===== src/rtl/fp_to_int_if.sv =====
// Request/result bundle between an FP producer and the float-to-integer converter.
// The master drives the operand and request; the slave returns status and the result.
interface fp_to_int_if #(
  parameter int unsigned OUT_W = 32
);
  logic [31:0]      a;
  logic             data_valid;
  logic             busy;
  logic [OUT_W-1:0] result;
  logic             result_valid;
  logic             error;
  logic             overflow;

  modport master (
    output a, data_valid,
    input  busy, result, result_valid, error, overflow
  );

  modport slave (
    input  a, data_valid,
    output busy, result, result_valid, error, overflow
  );
endinterface


===== src/rtl/fp_to_int_converter.sv =====
// Five-state converter from IEEE-754 single precision to a saturating signed integer,
// with optional round-to-nearest-even.
module fp_to_int_converter #(
  parameter int unsigned OUT_W    = 32,
  parameter int unsigned RND_MODE = 1
) (
  input logic        clk,
  input logic        rst_n,
  fp_to_int_if.slave bus
);

  localparam int unsigned       MW     = OUT_W + 1;
  localparam logic signed [9:0] OutWS  = 10'(OUT_W);
  localparam logic [OUT_W:0]    LimPos = {2'b00, {(OUT_W-1){1'b1}}};
  localparam logic [OUT_W:0]    LimNeg = {2'b01, {(OUT_W-1){1'b0}}};
  localparam logic [OUT_W-1:0]  SatPos = {1'b0, {(OUT_W-1){1'b1}}};
  localparam logic [OUT_W-1:0]  SatNeg = {1'b1, {(OUT_W-1){1'b0}}};

  typedef enum logic [2:0] {StIdle, StShift, StRound, StCheck, StFinish} state_e;

  state_e           state_q, state_d;
  logic             sign_q, sign_d;
  logic [7:0]       exp_q, exp_d;
  logic [22:0]      man_q, man_d;
  logic             nan_q, nan_d, inf_q, inf_d, zero_q, zero_d, big_q, big_d;
  logic             guard_q, guard_d, rnd_q, rnd_d, sticky_q, sticky_d;
  logic [OUT_W:0]   mag_q, mag_d;
  logic [OUT_W-1:0] res_q, res_d, result_q, result_d;
  logic             err_q, err_d, ovf_q, ovf_d;
  logic             error_q, error_d, overflow_q, overflow_d, valid_q, valid_d;

  logic signed [9:0] e;
  logic [23:0]       m;
  logic [49:0]       shifted;
  logic [5:0]        rsh, lsh;
  logic              inc, too_big;

  always_comb begin
    state_d    = state_q;
    sign_d     = sign_q;
    exp_d      = exp_q;
    man_d      = man_q;
    nan_d      = nan_q;
    inf_d      = inf_q;
    zero_d     = zero_q;
    big_d      = big_q;
    guard_d    = guard_q;
    rnd_d      = rnd_q;
    sticky_d   = sticky_q;
    mag_d      = mag_q;
    res_d      = res_q;
    err_d      = err_q;
    ovf_d      = ovf_q;
    result_d   = result_q;
    error_d    = error_q;
    overflow_d = overflow_q;
    valid_d    = 1'b0;
    m          = {1'b1, man_q};
    e          = $signed({2'b00, exp_q}) - 10'sd127;
    rsh        = '0;
    lsh        = '0;
    shifted    = '0;
    inc        = 1'b0;
    too_big    = 1'b0;

    unique case (state_q)
      StIdle: begin
        if (bus.data_valid) begin
          sign_d  = bus.a[31];
          exp_d   = bus.a[30:23];
          man_d   = bus.a[22:0];
          nan_d   = (bus.a[30:23] == 8'hFF) && (bus.a[22:0] != '0);
          inf_d   = (bus.a[30:23] == 8'hFF) && (bus.a[22:0] == '0);
          zero_d  = (bus.a[30:23] == 8'h00);
          state_d = StShift;
        end
      end
      StShift: begin
        big_d = (e >= OutWS);
        if (e < 10'sd23) begin
          // Mantissa sits above a 26-bit fraction field; beyond 25 places only sticky survives.
          rsh      = (e < -10'sd2) ? 6'd25 : 6'(10'sd23 - e);
          shifted  = {m, 26'b0} >> rsh;
          mag_d    = MW'(shifted[49:26]);
          guard_d  = shifted[25];
          rnd_d    = shifted[24];
          sticky_d = |shifted[23:0];
        end else begin
          lsh      = (e > 10'sd62) ? 6'd40 : 6'(e - 10'sd23);
          mag_d    = MW'(m) << lsh;
          guard_d  = 1'b0;
          rnd_d    = 1'b0;
          sticky_d = 1'b0;
        end
        state_d = StRound;
      end
      StRound: begin
        inc     = (RND_MODE != 0) && guard_q && (rnd_q || sticky_q || mag_q[0]);
        mag_d   = mag_q + MW'(inc);
        state_d = StCheck;
      end
      StCheck: begin
        err_d   = 1'b0;
        ovf_d   = 1'b0;
        too_big = big_q || (mag_q > (sign_q ? LimNeg : LimPos));
        if (nan_q) begin
          res_d = '0;
          err_d = 1'b1;
        end else if (inf_q) begin
          res_d = sign_q ? SatNeg : SatPos;
          ovf_d = 1'b1;
        end else if (zero_q) begin
          res_d = '0;
        end else if (too_big) begin
          res_d = sign_q ? SatNeg : SatPos;
          ovf_d = 1'b1;
        end else begin
          res_d = sign_q ? -mag_q[OUT_W-1:0] : mag_q[OUT_W-1:0];
        end
        state_d = StFinish;
      end
      StFinish: begin
        result_d   = res_q;
        error_d    = err_q;
        overflow_d = ovf_q;
        valid_d    = 1'b1;
        state_d    = StIdle;
      end
      default: state_d = StIdle;
    endcase
  end

  always_ff @(posedge clk or negedge rst_n) begin
    if (!rst_n) begin
      state_q    <= StIdle;
      sign_q     <= 1'b0;
      exp_q      <= '0;
      man_q      <= '0;
      nan_q      <= 1'b0;
      inf_q      <= 1'b0;
      zero_q     <= 1'b0;
      big_q      <= 1'b0;
      guard_q    <= 1'b0;
      rnd_q      <= 1'b0;
      sticky_q   <= 1'b0;
      mag_q      <= '0;
      res_q      <= '0;
      err_q      <= 1'b0;
      ovf_q      <= 1'b0;
      result_q   <= '0;
      error_q    <= 1'b0;
      overflow_q <= 1'b0;
      valid_q    <= 1'b0;
    end else begin
      state_q    <= state_d;
      sign_q     <= sign_d;
      exp_q      <= exp_d;
      man_q      <= man_d;
      nan_q      <= nan_d;
      inf_q      <= inf_d;
      zero_q     <= zero_d;
      big_q      <= big_d;
      guard_q    <= guard_d;
      rnd_q      <= rnd_d;
      sticky_q   <= sticky_d;
      mag_q      <= mag_d;
      res_q      <= res_d;
      err_q      <= err_d;
      ovf_q      <= ovf_d;
      result_q   <= result_d;
      error_q    <= error_d;
      overflow_q <= overflow_d;
      valid_q    <= valid_d;
    end
  end

  assign bus.busy         = (state_q != StIdle);
  assign bus.result       = result_q;
  assign bus.result_valid = valid_q;
  assign bus.error        = error_q;
  assign bus.overflow     = overflow_q;

endmodule


===== src/flat_wrapper.sv =====
// flat-port wrapper written by rule: the top's interface ports become plain ports
module fp_to_int_converter_flat 
#(
  parameter int unsigned OUT_W    = 32,
  parameter int unsigned RND_MODE = 1
)
  (clk, rst_n, bus_a, bus_data_valid, bus_busy, bus_result, bus_result_valid, bus_error, bus_overflow);
  fp_to_int_if #(.OUT_W(OUT_W)) bus_i ();
  input logic clk;
  input logic rst_n;
  input wire logic [$bits(bus_i.a)-1:0] bus_a;
  input wire logic [$bits(bus_i.data_valid)-1:0] bus_data_valid;
  output wire logic [$bits(bus_i.busy)-1:0] bus_busy;
  output wire logic [$bits(bus_i.result)-1:0] bus_result;
  output wire logic [$bits(bus_i.result_valid)-1:0] bus_result_valid;
  output wire logic [$bits(bus_i.error)-1:0] bus_error;
  output wire logic [$bits(bus_i.overflow)-1:0] bus_overflow;
  assign bus_i.a = bus_a;
  assign bus_i.data_valid = bus_data_valid;
  assign bus_busy = bus_i.busy;
  assign bus_result = bus_i.result;
  assign bus_result_valid = bus_i.result_valid;
  assign bus_error = bus_i.error;
  assign bus_overflow = bus_i.overflow;
  fp_to_int_converter #(.OUT_W(OUT_W), .RND_MODE(RND_MODE)) u_core (.clk(clk), .rst_n(rst_n), .bus(bus_i));
endmodule

===== config.mk =====
export PLATFORM = sky130hd
export DESIGN_NAME = fp_to_int_converter_flat
export DESIGN_NICKNAME = d
export VERILOG_FILES = /design/src/rtl/fp_to_int_if.sv /design/src/rtl/fp_to_int_converter.sv /design/src/flat_wrapper.sv
export SDC_FILE = /design/constraint.sdc
export NUM_CORES = 1
export LEC_CHECK = 0
export CORE_ASPECT_RATIO = 1.25
export CORE_MARGIN = 3
export CORE_UTILIZATION = 30
export DETAILED_ROUTE_END_ITERATION = 7
export DONT_BUFFER_PORTS = 1
export GPL_TIMING_DRIVEN = 0
export HOLD_SLACK_MARGIN = 0.06
export PLACE_DENSITY_LB_ADDON = 0.2
export SETUP_SLACK_MARGIN = 0.15
export SLEW_MARGIN = 15
export SYNTH_ARGS = -nofsm -noshare
export SYNTH_HDL_FRONTEND = slang
export SYNTH_SLANG_ARGS = --single-unit

===== constraint.sdc =====
create_clock -name clk -period 4.5 [get_ports clk]
set_input_delay 0.675 -clock clk [delete_from_list [all_inputs] [get_ports clk]]
set_output_delay 0.675 -clock clk [all_outputs]
set_load 0.05 [all_outputs]

Word-level counts from Yosys, hierarchy flattened. Cells that the tools add are included.

Add/sub/neg operators: 5. Order comparisons: 5. Eq/ne operators: 6. Shifts and indexed selects: 2. Mux-type cells: 22. Reduce and logical (&&, ||, !) cells: 14.

Operators with widths (count): $mux W32 (7); $pmux W33 S2 (1); $shr A50 B6 Y50 (1); $add A33 B1 Y33 (1); $gt A33 B33 Y1 (1); $mux W33 (1); $shl A24 B6 Y33 (1); $neg A32 Y32 (1); $reduce_or A24 Y1 (1); $logic_not A23 Y1 (1); $reduce_bool A23 Y1 (1); $mux W6 (2); $pmux W3 S4 (1); $ge A9 B7 Y1 const B (1); $gt A9 B7 Y1 const B (1); $lt A9 B2 Y1 const B (1); $lt A9 B6 Y1 const B (1); $mux W1 (9); $sub A8 B7 Y9 const B (1); $eq A8 B8 Y1 const B (1); $logic_not A8 Y1 (1); $eq A3 B2 Y1 const B (2); $sub A6 B6 Y6 const A (1); $sub A6 B6 Y6 const B (1); other kinds (10) (14).

Flip-flop bits (word level): 144. Input bits: 35. Output and inout port bits: 36. Logic and storage cells: 73.

Longest topological paths before layout.
Depth in word-level cells: 7. Mapped depth: 17.

Least setup slack after synthesis. No wires, ideal clock.

Path kind: reg-to-reg. Start point: register u_core.exp_q[1]. End point: register u_core.sticky_q. Data arrival time: 3752 ps. Data required time: 4357 ps. Slack: 605 ps. Stages on the path, launching flop included: 17. Clock period less this slack: 3895 ps. Cell sequence: dfrtp_1 ha_1 buf_4 buf_2 nand3_1 xnor2_1 ha_1 or3b_1 nor4_4 o32a_1 mux2i_1 o21ai_1 a22oi_2 nand3b_1 a2111o_1 nor4bb_1 o221ai_1.

Word-level cells in the longest chain between the ends: 6.

Ends and longest elaborated chain: start: declaration (RTL line fp_to_int_converter.sv:23) `logic [7:0] exp_q, exp_d;`; start signal: assignment (RTL line fp_to_int_converter.sv:157) `exp_q <= exp_d;`; $sub A8 B7 Y9 * (RTL line fp_to_int_converter.sv:59) `e = $signed({2'b00, exp_q}) - 10'sd127;`; $lt A9 B2 Y1 / $sub A6 B6 Y6 (equally long branches) (RTL line fp_to_int_converter.sv:82) `rsh = (e < -10'sd2) ? 6'd25 : 6'(10'sd23 - e);`; $mux W6 (RTL line fp_to_int_converter.sv:82); $shr A50 B6 Y50 (RTL line fp_to_int_converter.sv:83) `shifted = {m, 26'b0} >> rsh;`; $reduce_or A24 Y1 (RTL line fp_to_int_converter.sv:87) `sticky_d = |shifted[23:0];`; $mux W1 * (RTL line fp_to_int_converter.sv:80) `if (e < 10'sd23) begin`; end signal: assignment (RTL line fp_to_int_converter.sv:165) `sticky_q <= sticky_d;`; end: declaration (RTL line fp_to_int_converter.sv:26) `logic guard_q, guard_d, rnd_q, rnd_d, sticky_q, sticky_d;`.

Mark *: on every way between the ends. The rest lies on a longest branch, timed or not. A chain may end at the register's enable or synchronous reset.

Worst setup path after layout.
Start point: register u_core.exp_q[0]. End point: register u_core.sticky_q.

The elaborated chain is that of the path after synthesis.

==> impl_metrics.csv <==
group,metric,value,unit
placement,place.gp.congestion,0.963,
min_path,min_path_type,"primary input to asynchronous set/reset pin",
yosys,netlist-cell-type-count,93,
yosys,synth_common_cells,"nand2_1 (208), dfrtp_1 (144), nor2_1 (104), o21ai_0 (86)",
sta,worst_slack,0.0825,ns
floorplanning,die_h,226,um
layout,fin_cells,1950,
sta,slew-limit-headroom,0.276,
critical_path,worstPathMaxFanout,10,
sta,worst_slew_pin_slew,1.08,ns
floorplanning,num_rows,80,
critical_path,start_kind,"flop",
yosys,synth_top_area_frac,0.309,
yosys,yosysWarnings,0,
clock_network,clock_sinks,144,
yosys,async_reset_ff_frac,1.00,
yosys,syn-instance-count,1410,
route,dr.pass1.iters,5,
route,wirelength,44200,um
layout,area_growth,14.9,%
yosys,syn_avg_cell_area,8.27,um^2
floorplanning,start_util,0.305,
sta,fin_worst_skew,0.0209,ns
clock_network,cts_tree,"yes",
clock_network,cts_buffers,17,
placement,placed_cell_area,12300,um^2
layout,drive_above_1_share,0.146,
route,wl_per_cell,22.7,um
placement,placement.io_buffers,0,
placement,pre_cts_ws,-1.21,ns
run,maxCapViolCount,0,
sta,finalSetupViolCount,0,
layout,final_area,13400,um^2
floorplanning,pin_count,71,
grt,grtUsageMet2,0.379,
clock_network,clk_pin_slew,0.06,ns
yosys,yosysMostFrequentCell,"nand2_1",
clock_network,cts-root-buf,"clkbuf_16",
sta,grt_setup_unrepaired,"true",
critical_path,arrival,4.71,ns
placement,dpl.cell_count,1904,
yosys,synth_area,11700,um^2
grt,use_met3,0.0313,
grt,grt_max_degree,145,
critical_path,cp-end-kind,"flop",
grt,antenna_found_initial,0,
route,drcViolationCount,0,
yosys,synth-edff-count,0,
grt,grtUsageTotal,0.212,
run_status,status,"completed",
grt,grt.met1_usage,0.246,
placement,place_hpwl,34700,um
sta,fmax,226,MHz
grt,overflow,0,
clock_network,htree_levels,4,
grt,grt_pass1_wl,67600,um
sta,finalHoldViolations,0,
floorplanning,fp.dieW,182,um
route,drtIter0Drc,735,
grt,grt_pass1_vias,11289,
yosys,yosysSeqAreaShare,0.309,
route,vias,11164,
floorplanning,core_region_area,38200,um^2
yosys,synth_seq_cells,144,
clock_network,clockBufferDepth,2,
clock_network,insertion_delay,0.46,ns
route,ant_nets,0,
yosys,synthesis.nets,1483,
grt,grt-busiest-layer,"met2",
critical_path,path_class,"flop to flop",
yosys,synthTopCellsByArea,"dfrtp_1 (31%), mux2i_1 (7.0%), nand2_1 (6.7%), mux2_2 (5.0%), ha_1 (4.1%)",
route,via_per_inst,5.73,
yosys,synth_top_area_cell,"dfrtp_1",
layout,nets,1518,
floorplanning,fp.dieArea,41300,um^2
yosys,synth_flop_cell,"dfrtp_1",
sta,post-route-period-util,0.982,
sta,final.min_clock_period,4.42,ns
critical_path,crit_required,4.79,ns
sta,slew_viol_final,0,
-- routing by layer --
metal,up-vias,wire length [um],part of all wire
met2,345,22000,0.50
met1,5371,18200,0.41
met3,115,1750,0.040
li1,5333,-,-
met4,0,2300,0.052
met5,-,0,0
-- flip-flops by register name, summed over array words and instances (netlist names) --
signal                   cells
u_core.big_q                 1
u_core.bus.error             1
u_core.bus.overflow          1
u_core.bus.result           32
u_core.bus.result_valid      1
u_core.err_q                 1
u_core.exp_q                 8
u_core.guard_q               1
u_core.inf_q                 1
u_core.mag_q                33
u_core.man_q                23
u_core.nan_q                 1
u_core.ovf_q                 1
u_core.res_q                32
u_core.rnd_q                 1
u_core.sign_q                1
u_core.state_q               3
u_core.sticky_q              1
u_core.zero_q                1
-- cells in the final DEF (no fill, tap or decap), drive strengths merged, types with 6 or more instances in the layout --
master,n
o22ai,12
xor2,20
clkinv,8
mux2,52
mux2i,81
nand2,208
or3,11
o211ai,22
o21ai,91
buf,42
a21o,20
a22oi,29
and3,21
clkbuf,101
nor3b,7
dfrtp,144
a21oi,75
inv,16
nor2b,15
a221o,16
a221oi,7
nand4,21
o32ai,6
nand3b,7
nor2,106
nand2b,6
nor3,46
o31ai,12
a31oi,25
xnor2,16
ha,38
nor4,13
o21a,9
and2,13
a211oi,16
nand3,43
-- per-stage QoR --
stage | TNS [ns] | utilization | hold WS, ns
floorplan | 0 | - | 0.379
global placement | -53.18 | 0.321 | 0.384
detailed placement | -54.97 | 0.322 | 0.383
CTS | -0.0752 | 0.343 | 0.271
global route | -0.0220 | 0.350 | 0.283
finish | 0 | 0.350 | 0.232
-- cells by family (layout without fill, tap and decap cells) --
kind of cell | Yosys count | after routing | share of synthesized area
other | 0 | 2 | 0
AND/OR/NAND/NOR | 537 | 537 | 0.223
XOR/XNOR | 36 | 36 | 0.0290
adder cells (fa/ha/maj) | 38 | 38 | 0.0408
AO/OA/AOI/OAI | 398 | 398 | 0.235
buffers and inverters | 124 | 170 | 0.0443
multiplexers | 133 | 133 | 0.120
flip-flops | 144 | 144 | 0.309
-- worst paths after layout --
kind / startpoint / to / slack (ns) / cells after the start
max: u_core.exp_q[0]$_DFFE_PN0P_ / u_core.sticky_q$_DFFE_PN0P_ / 0.08 / 15
min: rst_n / u_core.res_q[28]$_DFFE_PN0P_ / 0.23 / 1
max reg2reg: u_core.exp_q[0]$_DFFE_PN0P_ / u_core.sticky_q$_DFFE_PN0P_ / 0.08 / 15
min reg2reg: u_core.err_q$_DFFE_PN0P_ / u_core.err_q$_DFFE_PN0P_ / 0.49 / 2
max in group asynchronous: rst_n / u_core.exp_q[1]$_DFFE_PN0P_ / 3.68 / 1
min in group clk: bus_a[8] / u_core.man_q[8]$_DFFE_PN0P_ / 0.32 / 2
-- area by class of cell --
type                    instances  area (um^2)
fillers                      4027        24800
multi-input cells            1142         7860
flip-flops and latches        144         3610
well taps                     492          616
plain buffers                 104          489
clock buffers                  21          470
repair buffers                 18          163
clock inverters                 9          109
inverters                      18         68.8
diodes                          2         5.00
-- repair_timing --
item                       4_1_cts  5_1_grt
hold endpoints to repair       144        0
buffers inserted                 4       11
hold buffers                     1        0
resized for setup               49       59
pin swaps                        3        8
setup endpoints to repair       69       66
-- worst max-delay path, cell delays in order (launching register included) --
cell and delay (ns):
dfrtp_2 0.43, buf_4 0.26, inv_1 0.14, clkbuf_2 0.27
ha_1 0.39, or3b_1 0.39, nor4_4 0.22, buf_4 0.19
o32ai_4 0.14, nor2_4 0.34, mux2_4 0.24, o2bb2ai_1 0.12
nand3b_1 0.18, a2111o_1 0.43, nor4bb_2 0.32, o221ai_1 0.17
Power is not shown: default switching activity piles up to over one toggle a cycle in this logic, so the estimate is an artifact.
